## config.mk

```make
export PLATFORM = sky130hd
export DESIGN_NAME = qdr_ui_arbiter
export DESIGN_NICKNAME = d
export VERILOG_FILES = /design/src/rtl/qdr_arb_pkg.sv /design/src/rtl/qdr_rr_arb2.sv /design/src/rtl/qdr_ui_arbiter.sv
export SDC_FILE = /design/constraint.sdc
export NUM_CORES = 1
export LEC_CHECK = 0
export ABC_AREA = 1
export CORE_AREA = 2 2 353 355
export CTS_CLUSTER_DIAMETER = 100
export DETAILED_ROUTE_END_ITERATION = 7
export DIE_AREA = 0 0 355 357
export GPL_TIMING_DRIVEN = 0
export PLACE_DENSITY = 0.48
export SETUP_SLACK_MARGIN = 0.2
export SLEW_MARGIN = 10
export SYNTH_ARGS = -nofsm -noshare
export SYNTH_HDL_FRONTEND = slang
export SYNTH_HIERARCHICAL = 1
export SYNTH_SLANG_ARGS = --single-unit
export TNS_END_PERCENT = 5
```

## constraint.sdc

```tcl
create_clock -name clk -period 13.8 [get_ports clk]
set_clock_uncertainty 0.2 [all_clocks]
set_input_delay 4.14 -clock clk [delete_from_list [all_inputs] [get_ports clk]]
set_output_delay 4.14 -clock clk [all_outputs]
set_load 0.005 [all_outputs]
```

## src/rtl/qdr_arb_pkg.sv

```systemverilog
// Shared definitions for the QDR II+ user-interface arbiter.
package qdr_arb_pkg;

    localparam int unsigned ADDR_W_DEF = 19;
    localparam int unsigned DATA_W_DEF = 144;
    localparam int unsigned BW_W_DEF   = 16;
    localparam int unsigned BURST_LEN  = 4;

    // Requester identifier carried through the read tag FIFO.
    typedef logic req_id_t;

    // Byte-write mask with every byte disabled (active low).
    localparam logic [BW_W_DEF-1:0] BW_ALL_OFF = {BW_W_DEF{1'b1}};

endpackage

```

## src/rtl/qdr_rr_arb2.sv

```systemverilog
// Two-way round-robin arbiter; priority moves only after a contested grant.
module qdr_rr_arb2 (
    input  logic       clk,
    input  logic       rst,
    input  logic [1:0] valid,
    input  logic       enable,
    output logic [1:0] grant
);

    logic prio_q;

    // Combinational grant from request vector and current priority holder.
    always_comb begin
        grant = 2'b00;
        if (enable) begin
            unique case (valid)
                2'b01:   grant = 2'b01;
                2'b10:   grant = 2'b10;
                2'b11:   grant = prio_q ? 2'b10 : 2'b01;
                default: grant = 2'b00;
            endcase
        end
    end

    // Priority register: hand priority to the loser of a contested grant.
    always_ff @(posedge clk or posedge rst) begin
        if (rst) begin
            prio_q <= 1'b0;
        end else if (enable && (valid == 2'b11)) begin
            prio_q <= ~prio_q;
        end
    end

endmodule

```

## src/rtl/qdr_ui_arbiter.sv

```systemverilog
// Arbitrates two clients onto the QDR II+ controller user interface and
// routes read returns back to the issuing client via an in-order tag FIFO.
module qdr_ui_arbiter
    import qdr_arb_pkg::*;
#(
    parameter int unsigned ADDR_W    = ADDR_W_DEF,
    parameter int unsigned DATA_W    = DATA_W_DEF,
    parameter int unsigned BW_W      = BW_W_DEF,
    parameter int unsigned TAG_DEPTH = 16
) (
    input  logic                          clk,
    input  logic                          rst,
    input  logic                          init_calib_complete,
    input  logic [1:0]                    wr_valid,
    input  logic [2*ADDR_W-1:0]           wr_addr,
    input  logic [2*DATA_W-1:0]           wr_data,
    input  logic [2*BW_W-1:0]             wr_bw_n,
    output logic [1:0]                    wr_ready,
    input  logic [1:0]                    rd_valid,
    input  logic [2*ADDR_W-1:0]           rd_addr,
    output logic [1:0]                    rd_ready,
    output logic [1:0]                    rsp_valid,
    output logic [DATA_W-1:0]             rsp_data,
    output logic                          app_wr_cmd,
    output logic [ADDR_W-1:0]             app_wr_addr,
    output logic [DATA_W-1:0]             app_wr_data,
    output logic [BW_W-1:0]               app_wr_bw_n,
    output logic                          app_rd_cmd,
    output logic [ADDR_W-1:0]             app_rd_addr,
    input  logic                          app_rd_valid,
    input  logic [DATA_W-1:0]             app_rd_data,
    output logic [$clog2(TAG_DEPTH):0]    rd_outstanding,
    output logic                          err_orphan
);

    localparam int unsigned PW = $clog2(TAG_DEPTH);
    localparam int unsigned CW = PW + 1;
    localparam logic [CW-1:0] FULL_CNT = CW'(TAG_DEPTH);

    logic [1:0]    wr_grant;
    logic [1:0]    rd_grant;
    logic          rd_enable;
    logic          push;
    logic          pop;
    logic          orphan;
    req_id_t       tag_mem [TAG_DEPTH];
    logic [PW-1:0] wr_ptr_q;
    logic [PW-1:0] rd_ptr_q;
    logic [CW-1:0] count_q;

    // Reads stall once every tag slot is in use (registered count only).
    assign rd_enable = init_calib_complete && (count_q != FULL_CNT);

    qdr_rr_arb2 u_wr_arb (
        .clk    (clk),
        .rst    (rst),
        .valid  (wr_valid),
        .enable (init_calib_complete),
        .grant  (wr_grant)
    );

    qdr_rr_arb2 u_rd_arb (
        .clk    (clk),
        .rst    (rst),
        .valid  (rd_valid),
        .enable (rd_enable),
        .grant  (rd_grant)
    );

    assign wr_ready       = wr_grant;
    assign rd_ready       = rd_grant;
    assign push           = |rd_grant;
    assign pop            = app_rd_valid && (count_q != '0);
    assign orphan         = app_rd_valid && (count_q == '0);
    assign rd_outstanding = count_q;

    // Register the granted write onto the controller write port.
    always_ff @(posedge clk or posedge rst) begin
        if (rst) begin
            app_wr_cmd  <= 1'b0;
            app_wr_addr <= '0;
            app_wr_data <= '0;
            app_wr_bw_n <= '1;
        end else begin
            app_wr_cmd <= |wr_grant;
            if (wr_grant[1]) begin
                app_wr_addr <= wr_addr[ADDR_W +: ADDR_W];
                app_wr_data <= wr_data[DATA_W +: DATA_W];
                app_wr_bw_n <= wr_bw_n[BW_W +: BW_W];
            end else if (wr_grant[0]) begin
                app_wr_addr <= wr_addr[0 +: ADDR_W];
                app_wr_data <= wr_data[0 +: DATA_W];
                app_wr_bw_n <= wr_bw_n[0 +: BW_W];
            end
        end
    end

    // Register the granted read onto the controller read port.
    always_ff @(posedge clk or posedge rst) begin
        if (rst) begin
            app_rd_cmd  <= 1'b0;
            app_rd_addr <= '0;
        end else begin
            app_rd_cmd <= push;
            if (rd_grant[1]) begin
                app_rd_addr <= rd_addr[ADDR_W +: ADDR_W];
            end else if (rd_grant[0]) begin
                app_rd_addr <= rd_addr[0 +: ADDR_W];
            end
        end
    end

    // Tag storage; contents need no reset since pointers define validity.
    always_ff @(posedge clk) begin
        if (push) begin
            tag_mem[wr_ptr_q] <= req_id_t'(rd_grant[1]);
        end
    end

    // Tag FIFO pointers and occupancy; reset flushes anything in flight.
    always_ff @(posedge clk or posedge rst) begin
        if (rst) begin
            wr_ptr_q <= '0;
            rd_ptr_q <= '0;
            count_q  <= '0;
        end else begin
            if (push) wr_ptr_q <= wr_ptr_q + PW'(1);
            if (pop)  rd_ptr_q <= rd_ptr_q + PW'(1);
            unique case ({push, pop})
                2'b10:   count_q <= count_q + CW'(1);
                2'b01:   count_q <= count_q - CW'(1);
                default: count_q <= count_q;
            endcase
        end
    end

    // Route returning data to its requester; flag data with no tag.
    always_ff @(posedge clk or posedge rst) begin
        if (rst) begin
            rsp_valid  <= 2'b00;
            rsp_data   <= '0;
            err_orphan <= 1'b0;
        end else begin
            rsp_valid <= 2'b00;
            if (pop) begin
                rsp_valid <= tag_mem[rd_ptr_q] ? 2'b10 : 2'b01;
                rsp_data  <= app_rd_data;
            end
            if (orphan) begin
                err_orphan <= 1'b1;
            end
        end
    end

endmodule

```

==> impl_metrics.ini <==
[floorplanning]
initial_core_util_pct = 13.88
placementRows = 129
die_w_um = 355
die_h_um = 357
dieArea_mm2 = 0.1267
coreArea_mm2 = 0.1230
io_pins = 904

[power_and_ir_drop]
p_seq_share_pct = 35.4
ir_drop_uv = 76.99
combPwrFrac_pct = 33.5
clkPwrFrac_pct = 31.0
power_density_mw_per_mm2 = 147.5
netSwitchingFraction_pct = 32.42
p_int_uw = 3011
power_uw = 4455
power_leakage_uw = 0.01300
switchingPower_uw = 1444

[synthesis]
synth-xor-area-share_pct = 0.5646
yosysUniqueCellTypes = 28
syn_area_mm2 = 0.01707
synth_fa_ha_area_share_pct = 0.5866
yosys.area_share.simple_pct = 21.79
yosys_warnings = 6
syn_inst = 1899
ys_ff_latch = 378
avgSynthCellArea_um2 = 8.986
ys_top_cells_by_area = dfrtp_1, nand2_1, o211ai_2
synth_top_area_cell = dfrtp_1
synth_top_family_by_area = simple AND/OR/NAND/NOR gates
yosysSeqAreaShare_pct = 56.02
synth_fp_nets = 2455
synth_top_area_share_pct = 50.74
synth-compound-area-share_pct = 12.61
muxShareOfSynthArea_pct = 0

[worst_setup_path]
required_ns = 9.46
crit_fanout = 5
cp.arrival_ns = 5.87
endpoint_kind = primary output
worst-setup-path-type = in2out
cp-start-kind = primary input

[grt]
grt-ovfl-total = 0
grt_pass1_wl_um = 127300
grt_use_total_pct = 13.91
antenna_found_initial = 25
grt_pass1_vias = 17181
grt_max_degree = 34

[layout]
final_cells = 4564
drive_gt1_share_pct = 9.516
fin_nets = 3425
area_growth_pct = 77.01
regArea_mm2 = 0.009559
fillers = 13407
multiInputGateArea_mm2 = 0.006071

[timing]
rsz0062_at_grt = false
period_needed_ns = 10.21
max_slew_margin_pct = 16.77
max_freq_ghz = 0.09791
final_max_slew_viol_count = 0
hold_viol = 0
min_period_over_period_pct = 74.01
fin_setup_tns_ns = 0
worst_pin_slew_ns = 1.248
setup_violations = 0

[clocking]
path_clk_slew_ns = 0.06
clock_latency_ns = 0.62
htreeDepth = 2
ctsResizeCount = 0
cts_buffer_depth = 3
cts_buffers = 51
cts.sinks = 378
cts_tree = built
ctsHoldBuffers = 0
cts_setup_buffers = 0
cts_root_buf = clkbuf_16

[worst_hold_path]
hold_path_class = reg2reg

[place]
port_buffers = 903
dp.cells = 4453
gp_congestion = 0.8771
dpl.hpwl_um = 75380

[routing]
wl_per_cell_um = 20.26
wirelength_um = 92460
ant_nets = 0
drc = 0
vias_per_cell = 3.708
first_iter_violations = 867
vias = 16922
dr.pass1.iters = 5

[run_status]
outcome = finished, final reports clean

[flow_run]
drv_cap = 0
-- per-stage QoR --
step           worst slack [ns]  hold WS, ns  utilization [%]  instance area, um^2
2_1_floorplan             4.467       0.2678                -                17070
3_3_place_gp              1.052       0.2624            22.89                28160
3_5_place_dp              3.582       0.2645            23.12                28440
4_1_cts                   3.576       0.2802            24.53                30170
5_1_grt                   3.466       0.2936            24.55                30190
6_report                  3.586       0.2772            24.56                30210
-- worst max-delay path: stages --
cell	delay [ns]
clkdlybuf4s50_1	0.54
nand2_1	0.07
inv_1	0.10
nand2_1	0.08
a21oi_2	0.34
clkdlybuf4s50_1	0.60
-- power by group through the flow --
stage	combinational, uW	sequential, uW	clock (uW)
after CTS	1530	1580	1440
after global placement	1510	1590	0
after detailed placement	1520	1590	0
after floorplan	524	1580	0
after global routing	1640	1610	1470
final	1490	1580	1380
-- synth_stat cells, drive strengths merged --
cell type / instances
edfxtp: 16
xor2: 8
nor3: 2
or2: 1
nand4: 6
xnor2: 3
nand2: 690
clkinv: 1
dfrtp: 346
o21ai: 49
nand3: 188
o211ai: 183
inv: 221
o21bai: 1
ha: 8
nor2: 33
clkbuf: 65
buf: 57
a21oi: 5
dfstp: 16
-- flip-flops by register name, indices dropped and copies added (netlist names), 5 cells and up --
name            flops
rsp_data          144
tag_mem            16
app_rd_addr        19
app_wr_bw_n        16
rd_outstanding      5
app_wr_data       144
app_wr_addr        19
-- kinds of logic (layout without fill, tap and decap cells) --
kind of cell | Yosys count | count (layout)
flip-flops | 378 | 378
adder cells (fa/ha/maj) | 8 | 8
AND/OR/NAND/NOR | 920 | 920
other | 0 | 16
AO/OA/AOI/OAI | 238 | 238
XOR/XNOR | 11 | 11
buffers and inverters | 344 | 1356
-- per-layer routing --
metal	up-vias	share of wire, %	track usage, %
li1	8075	-	-
met1	8048	41	16.95
met2	649	47	22.51
met3	134	8.7	4.872
met4	16	3.0	5.254
met5	-	0.11	0
-- cell usage in the layout, fill, tap and decap left out, types with 32 or more instances in the layout --
cell and n:
nand2_1 689, clkbuf_16 52, clkdlybuf4s50_1 903, o211ai_1 83, buf_2 40, dfrtp_1 346, o21ai_0 49, clkbuf_1 74
o211ai_2 100, nor2_1 32, nand3_1 187, inv_1 217
-- cell type report --
| class | instances | share of cell area [%] |
|---|---|---|
| Sequential cell | 378 | 31.65 |
| Multi-Input combinational cell | 1177 | 20.10 |
| Buffer | 122 | 2.009 |
| Tap cell | 1637 | 6.781 |
| Antenna cell | 16 | 0.1325 |
| Inverter | 222 | 2.771 |
| Clock buffer | 75 | 5.024 |
| Timing Repair Buffer | 917 | 30.84 |
| Clock inverter | 20 | 0.6959 |
-- worst paths after layout --
check                               startpoint                end  slack, ns  depth (start not counted)
max                        init_calib_complete        rd_ready[1]       3.59                          6
min                                rsp_data[1]        rsp_data[1]       0.28                          2
max reg2reg                  rd_outstanding[0]  rd_outstanding[4]      10.27                         18
min reg2reg                        rsp_data[1]        rsp_data[1]       0.28                          2
max in group asynchronous                  rst    app_wr_data[47]       7.48                          9
min in group asynchronous                  rst    u_wr_arb/prio_q       3.56                          2
Power figures use the tool's default switching activity.
==> variant 1: new RTL, same settings <==
The parameter `TAG_DEPTH` goes from 16 to 64.
--- a/src/rtl/qdr_ui_arbiter.sv
+++ b/src/rtl/qdr_ui_arbiter.sv
@@ -6,7 +6,7 @@
     parameter int unsigned ADDR_W    = ADDR_W_DEF,
     parameter int unsigned DATA_W    = DATA_W_DEF,
     parameter int unsigned BW_W      = BW_W_DEF,
-    parameter int unsigned TAG_DEPTH = 16
+    parameter int unsigned TAG_DEPTH = 64
 ) (
     input  logic                          clk,
     input  logic                          rst,
Ports: changed (resized rd_outstanding); port bits go from 904 to 906. The function was not compared with the original's and may differ.
==> variant 1 against the unedited design <==
- setup slack got worse by 0.37 ns
- first-iteration DRC count increased by 32%
- die area unchanged
- critical path depth decreased by 1
- global-route usage increased by 0.85 points
- routed wire length increased by 6.3%
- sequential cell count increased by 54
- sequential power increased by 8%
- core utilization increased by 2.0 points
- via count increased by 12%
- design area increased by 8.1%
- area after synthesis increased by 12%
- total power increased by 7.8%
- cell count increased by 6.4%
==> variant 1: results (changes against the unedited design) <==
outcome: "finished, final reports clean"  # unchanged
syn_nets: 2727  # was 2,455
drt-initial-drc-count: 1147  # was 867
place_area_um2: 30600  # was 28,400 um^2
wl_per_cell_um: 20.3  # about the same
final_area_um2: 32700  # was 30,200 um^2
switching_share: 0.320  # was 0.324
viasPerCell: 3.90  # was 3.71
dp_hpwl_um: 79300  # was 75,400 um
worstPathMaxFanout: 24  # was 5
clkLatencyLatePin_ns: 0.65  # was 0.62 ns
yosys-top-cells-count: "715 x nand2_1, 352 x dfrtp_1, 238 x inv_1"  # was 689 x nand2_1, 346 x dfrtp_1, 218 x inv_1
top_regs: "app_wr_data (144), rsp_data (144), tag_mem (64)"  # was app_wr_data (144), rsp_data (144)
n_all_inverters: 241  # was 222
synth_edf_count: 64  # was 16
critPathMaxStageDelay_ns: 0.63  # was 0.60 ns
ys_seq_area_frac: 0.582  # was 0.560
fillers: 13300  # was 13,400
cts_buffers: 57  # was 51
multi_input_gates: 1368  # was 1,177
synth.area.top_cells: "dfrtp_1 46%, nand2_1 14%, edfxtp_1 10%, o211ai_1 7.4%, nand3_1 5.2%"  # was dfrtp_1 51%, nand2_1 15%, o211ai_2 7.3%, nand3_1 5.5%, inv_1 4.8%
buffers_excl_clock: 1054  # was 1,039
port-buffer-count: 905  # was 903
async_flop_share: 0.852  # was 0.958
seqPwrFrac: 0.357  # was 0.354
pre_cts_slack_ns: 3.17  # was 3.58 ns
gp_congestion: 0.853  # was 0.877
grt_pass1_wl_um: 137000  # was 127,000 um
p_leak_nw: 13.6  # was 13.0 nW
tightest_slew_ns: 0.938  # was 1.25 ns
syn_area_per_cell_um2: 8.81  # was 8.99 um^2
antenna_cells: 15  # was 16
multi_input_area_share: 0.197  # was 0.201
grt_usage: 0.148  # was 0.139
seq_share: 0.342  # was 0.316
netlist-cell-type-count: 33  # was 28
power_mw: 4.80  # was 4.46 mW
cp_slowest_cell: "clkdlybuf4s50_1"  # unchanged
variant 1: final timing paths:
check	startpoint	to	slack (ns)	cells after the start
setup / recovery	init_calib_complete	rd_ready[1]	3.22	5
hold / removal	err_orphan	err_orphan	0.27	1
setup reg to reg	rd_outstanding[0]	rd_outstanding[5]	9.70	18
hold reg to reg	err_orphan	err_orphan	0.27	1
max in group asynchronous	rst	app_wr_data[119]	8.09	7
min in group asynchronous	rst	u_wr_arb/prio_q	3.58	2
variant 1: worst max-delay path: cells and delay by family:
family | cells | cell delay [ns]
buf+inv | 2 | 1.21
compound gates | 2 | 0.78
simple gates | 1 | 0.10
variant 1: cell families after synthesis:
| family | synth area share |
|---|---|
| compound gates | 0.0980 |
| xor+xnor | 0.00822 |
| fa+ha+maj | 0.00261 |
| buf+inv | 0.0831 |
| flops | 0.582 |
| simple gates | 0.226 |
variant 1: per-layer routing:
layer / routed length [um] / GRT usage
met3: 8680 / 0.0510
met2: 46300 / 0.238
met4: 3550 / 0.0621
met1: 39700 / 0.179
met5: 100 / 0
==> variant 2: new RTL, config.mk and constraints unchanged <==
Made on the original files. Make the reset (`rst`) synchronous in 5 clocked blocks.
--- a/src/rtl/qdr_rr_arb2.sv
+++ b/src/rtl/qdr_rr_arb2.sv
@@ -23,7 +23,7 @@
     end
 
     // Priority register: hand priority to the loser of a contested grant.
-    always_ff @(posedge clk or posedge rst) begin
+    always_ff @(posedge clk) begin
         if (rst) begin
             prio_q <= 1'b0;
         end else if (enable && (valid == 2'b11)) begin
--- a/src/rtl/qdr_ui_arbiter.sv
+++ b/src/rtl/qdr_ui_arbiter.sv
@@ -75,7 +75,7 @@
     assign rd_outstanding = count_q;
 
     // Register the granted write onto the controller write port.
-    always_ff @(posedge clk or posedge rst) begin
+    always_ff @(posedge clk) begin
         if (rst) begin
             app_wr_cmd  <= 1'b0;
             app_wr_addr <= '0;
@@ -96,7 +96,7 @@
     end
 
     // Register the granted read onto the controller read port.
-    always_ff @(posedge clk or posedge rst) begin
+    always_ff @(posedge clk) begin
         if (rst) begin
             app_rd_cmd  <= 1'b0;
             app_rd_addr <= '0;
@@ -118,7 +118,7 @@
     end
 
     // Tag FIFO pointers and occupancy; reset flushes anything in flight.
-    always_ff @(posedge clk or posedge rst) begin
+    always_ff @(posedge clk) begin
         if (rst) begin
             wr_ptr_q <= '0;
             rd_ptr_q <= '0;
@@ -135,7 +135,7 @@
     end
 
     // Route returning data to its requester; flag data with no tag.
-    always_ff @(posedge clk or posedge rst) begin
+    always_ff @(posedge clk) begin
         if (rst) begin
             rsp_valid  <= 2'b00;
             rsp_data   <= '0;
Check against the original RTL: differs if rst is asserted again (counterexample within 4 cycles, from zero or initial values and one cycle with rst high); with rst held inactive, the same outputs for 4 cycles.
==> variant 2 against the unedited design <==
- via count is 11% higher
- design area fell by 4.7%
- critical path depth is 1 higher
- register-to-register slack lost 0.12 ns
- sequential cell count rose by 4
- routed wire length increased by 12%
- setup slack worse by 0.28 ns
- total power fell by 9.2%
- sequential power fell by 10%
- area after synthesis shrank 6.1%
- cell count increased by 8.0%
- critical endpoint unchanged
==> variant 2: results (changes against the unedited design) <==
outcome: "finished, final reports clean"  # unchanged
grt_pass1_wl_um: 140000  # was 127,000 um
pre_cts_slack_ns: 3.28  # was 3.58 ns
wl_per_cell_um: 20.9  # was 20.3 um
hold-path-endpoint: "err_orphan"  # was rsp_data[1]
max_freq_mhz: 95.3  # was 97.9 MHz
p_leak_nw: 12.3  # was 13.0 nW
drt-initial-drc-count: 1092  # was 867
grt_pass1_vias: 18700  # was 17,200
yosys-top-cells-count: "587 x nand2_1, 401 x nand3_1, 366 x dfxtp_1"  # was 689 x nand2_1, 346 x dfrtp_1, 218 x inv_1
slew_headroom: 0.165  # was 0.168
drive_gt1_frac: 0.0509  # was 0.0952
synth.area.top_cells: "dfxtp_1 46%, nand2_1 14%, nand3_1 13%, nor2_1 7.6%, inv_1 4.7%"  # was dfrtp_1 51%, nand2_1 15%, o211ai_2 7.3%, nand3_1 5.5%, inv_1 4.8%
grt_max_degree: 21  # was 34
critPathLaunch: "init_calib_complete"  # unchanged
worstPathMaxFanout: 20  # was 5
clock_path_buffers: 3  # unchanged
ir_drop_uv: 97.3  # was 77.0 uV
timing.rr.end: "rd_outstanding[4]"  # unchanged
ys_seq_area_frac: 0.487  # was 0.560
netlist-cell-type-count: 29  # was 28
root_buffer: "clkbuf_16"  # unchanged
cts_buffers: 50  # was 51
rrSetupSlack_ns: 10.15  # was 10.27 ns
worstReg2RegStart: "rd_outstanding[0]"  # unchanged
fin_nets: 3803  # was 3,425
viasPerCell: 3.83  # was 3.71
fillers: 13800  # was 13,400
synth_edf_count: 16  # unchanged
syn_nets: 2847  # was 2,455
gp_congestion: 0.900  # was 0.877
worst_hold_startpoint: "err_orphan"  # was rsp_data[1]
firstDrtPassIters: 5  # unchanged
dp_hpwl_um: 84300  # was 75,400 um
reg2regPathDepth: 19  # was 18
ys_warn_count: 6  # unchanged
grt_usage: 0.156  # was 0.139
async_flop_share: 0  # was 0.958
-- variant 2: worst max path at each step --
stage	to	cells past startpoint
floorplan	rd_ready[1]	4
global placement	rd_ready[1]	6
detailed placement	rd_ready[1]	7
CTS	rd_ready[1]	7
global route	rd_ready[1]	7
finish	rd_ready[1]	7
-- variant 2: logic make-up (layout without fill, tap and decap cells) --
family | Yosys count | after routing | synth area share
AO/OA/AOI/OAI | 199 | 199 | 0.0636
flip-flops | 382 | 382 | 0.487
buffers and inverters | 364 | 1357 | 0.0923
other | 0 | 10 | 0
AND/OR/NAND/NOR | 1331 | 1331 | 0.347
XOR/XNOR | 7 | 7 | 0.00383
adder cells (fa/ha/maj) | 8 | 8 | 0.00625
-- variant 2: worst max-delay path, cell delays in order --
cell and delay [ns]:
clkdlybuf4s50_1 0.78, nand2_1 0.10, inv_1 0.13, nand2_1 0.09, a21oi_2 0.13, buf_6 0.20
clkdlybuf4s50_1 0.58
-- variant 2: through the flow --
| stage | util | instances | cell area (um^2) | total power [mW] | hold WS [ns] |
|---|---|---|---|---|---|
| 2_1_floorplan | - | 2291 | 16000 | 1.93 | 0.247 |
| 3_3_place_gp | 0.220 | 4831 | 27100 | 2.74 | 0.248 |
| 3_5_place_dp | 0.221 | 4832 | 27100 | 2.74 | 0.251 |
| 4_1_cts | 0.234 | 4921 | 28800 | 4.12 | 0.260 |
| 5_1_grt | 0.234 | 4926 | 28800 | 4.29 | 0.275 |
| 6_report | 0.234 | 4931 | 28800 | 4.04 | 0.263 |
-- variant 2: report_power, final --
group          switching, mW  internal (mW)  total [mW]
combinational          0.640          0.641        1.28
sequential             0.114           1.30        1.42
clock                  0.569          0.775        1.34
total                   1.32           2.72        4.04
-- variant 2: routing by layer --
layer / GRT usage / routed length, um
met5: 0 / 73
met4: 0.0517 / 3160
met3: 0.0630 / 10500
met2: 0.269 / 50000
met1: 0.173 / 39500
-- variant 2: cell type report --
class                           instances  area share
Antenna cell                           10    0.000869
Inverter                              205      0.0267
Buffer                                159      0.0247
Timing Repair Buffer                  904       0.314
Sequential cell                       382       0.271
Clock buffer                           69      0.0494
Multi-Input combinational cell       1545       0.234
Clock inverter                         20     0.00735
Tap cell                             1637      0.0712
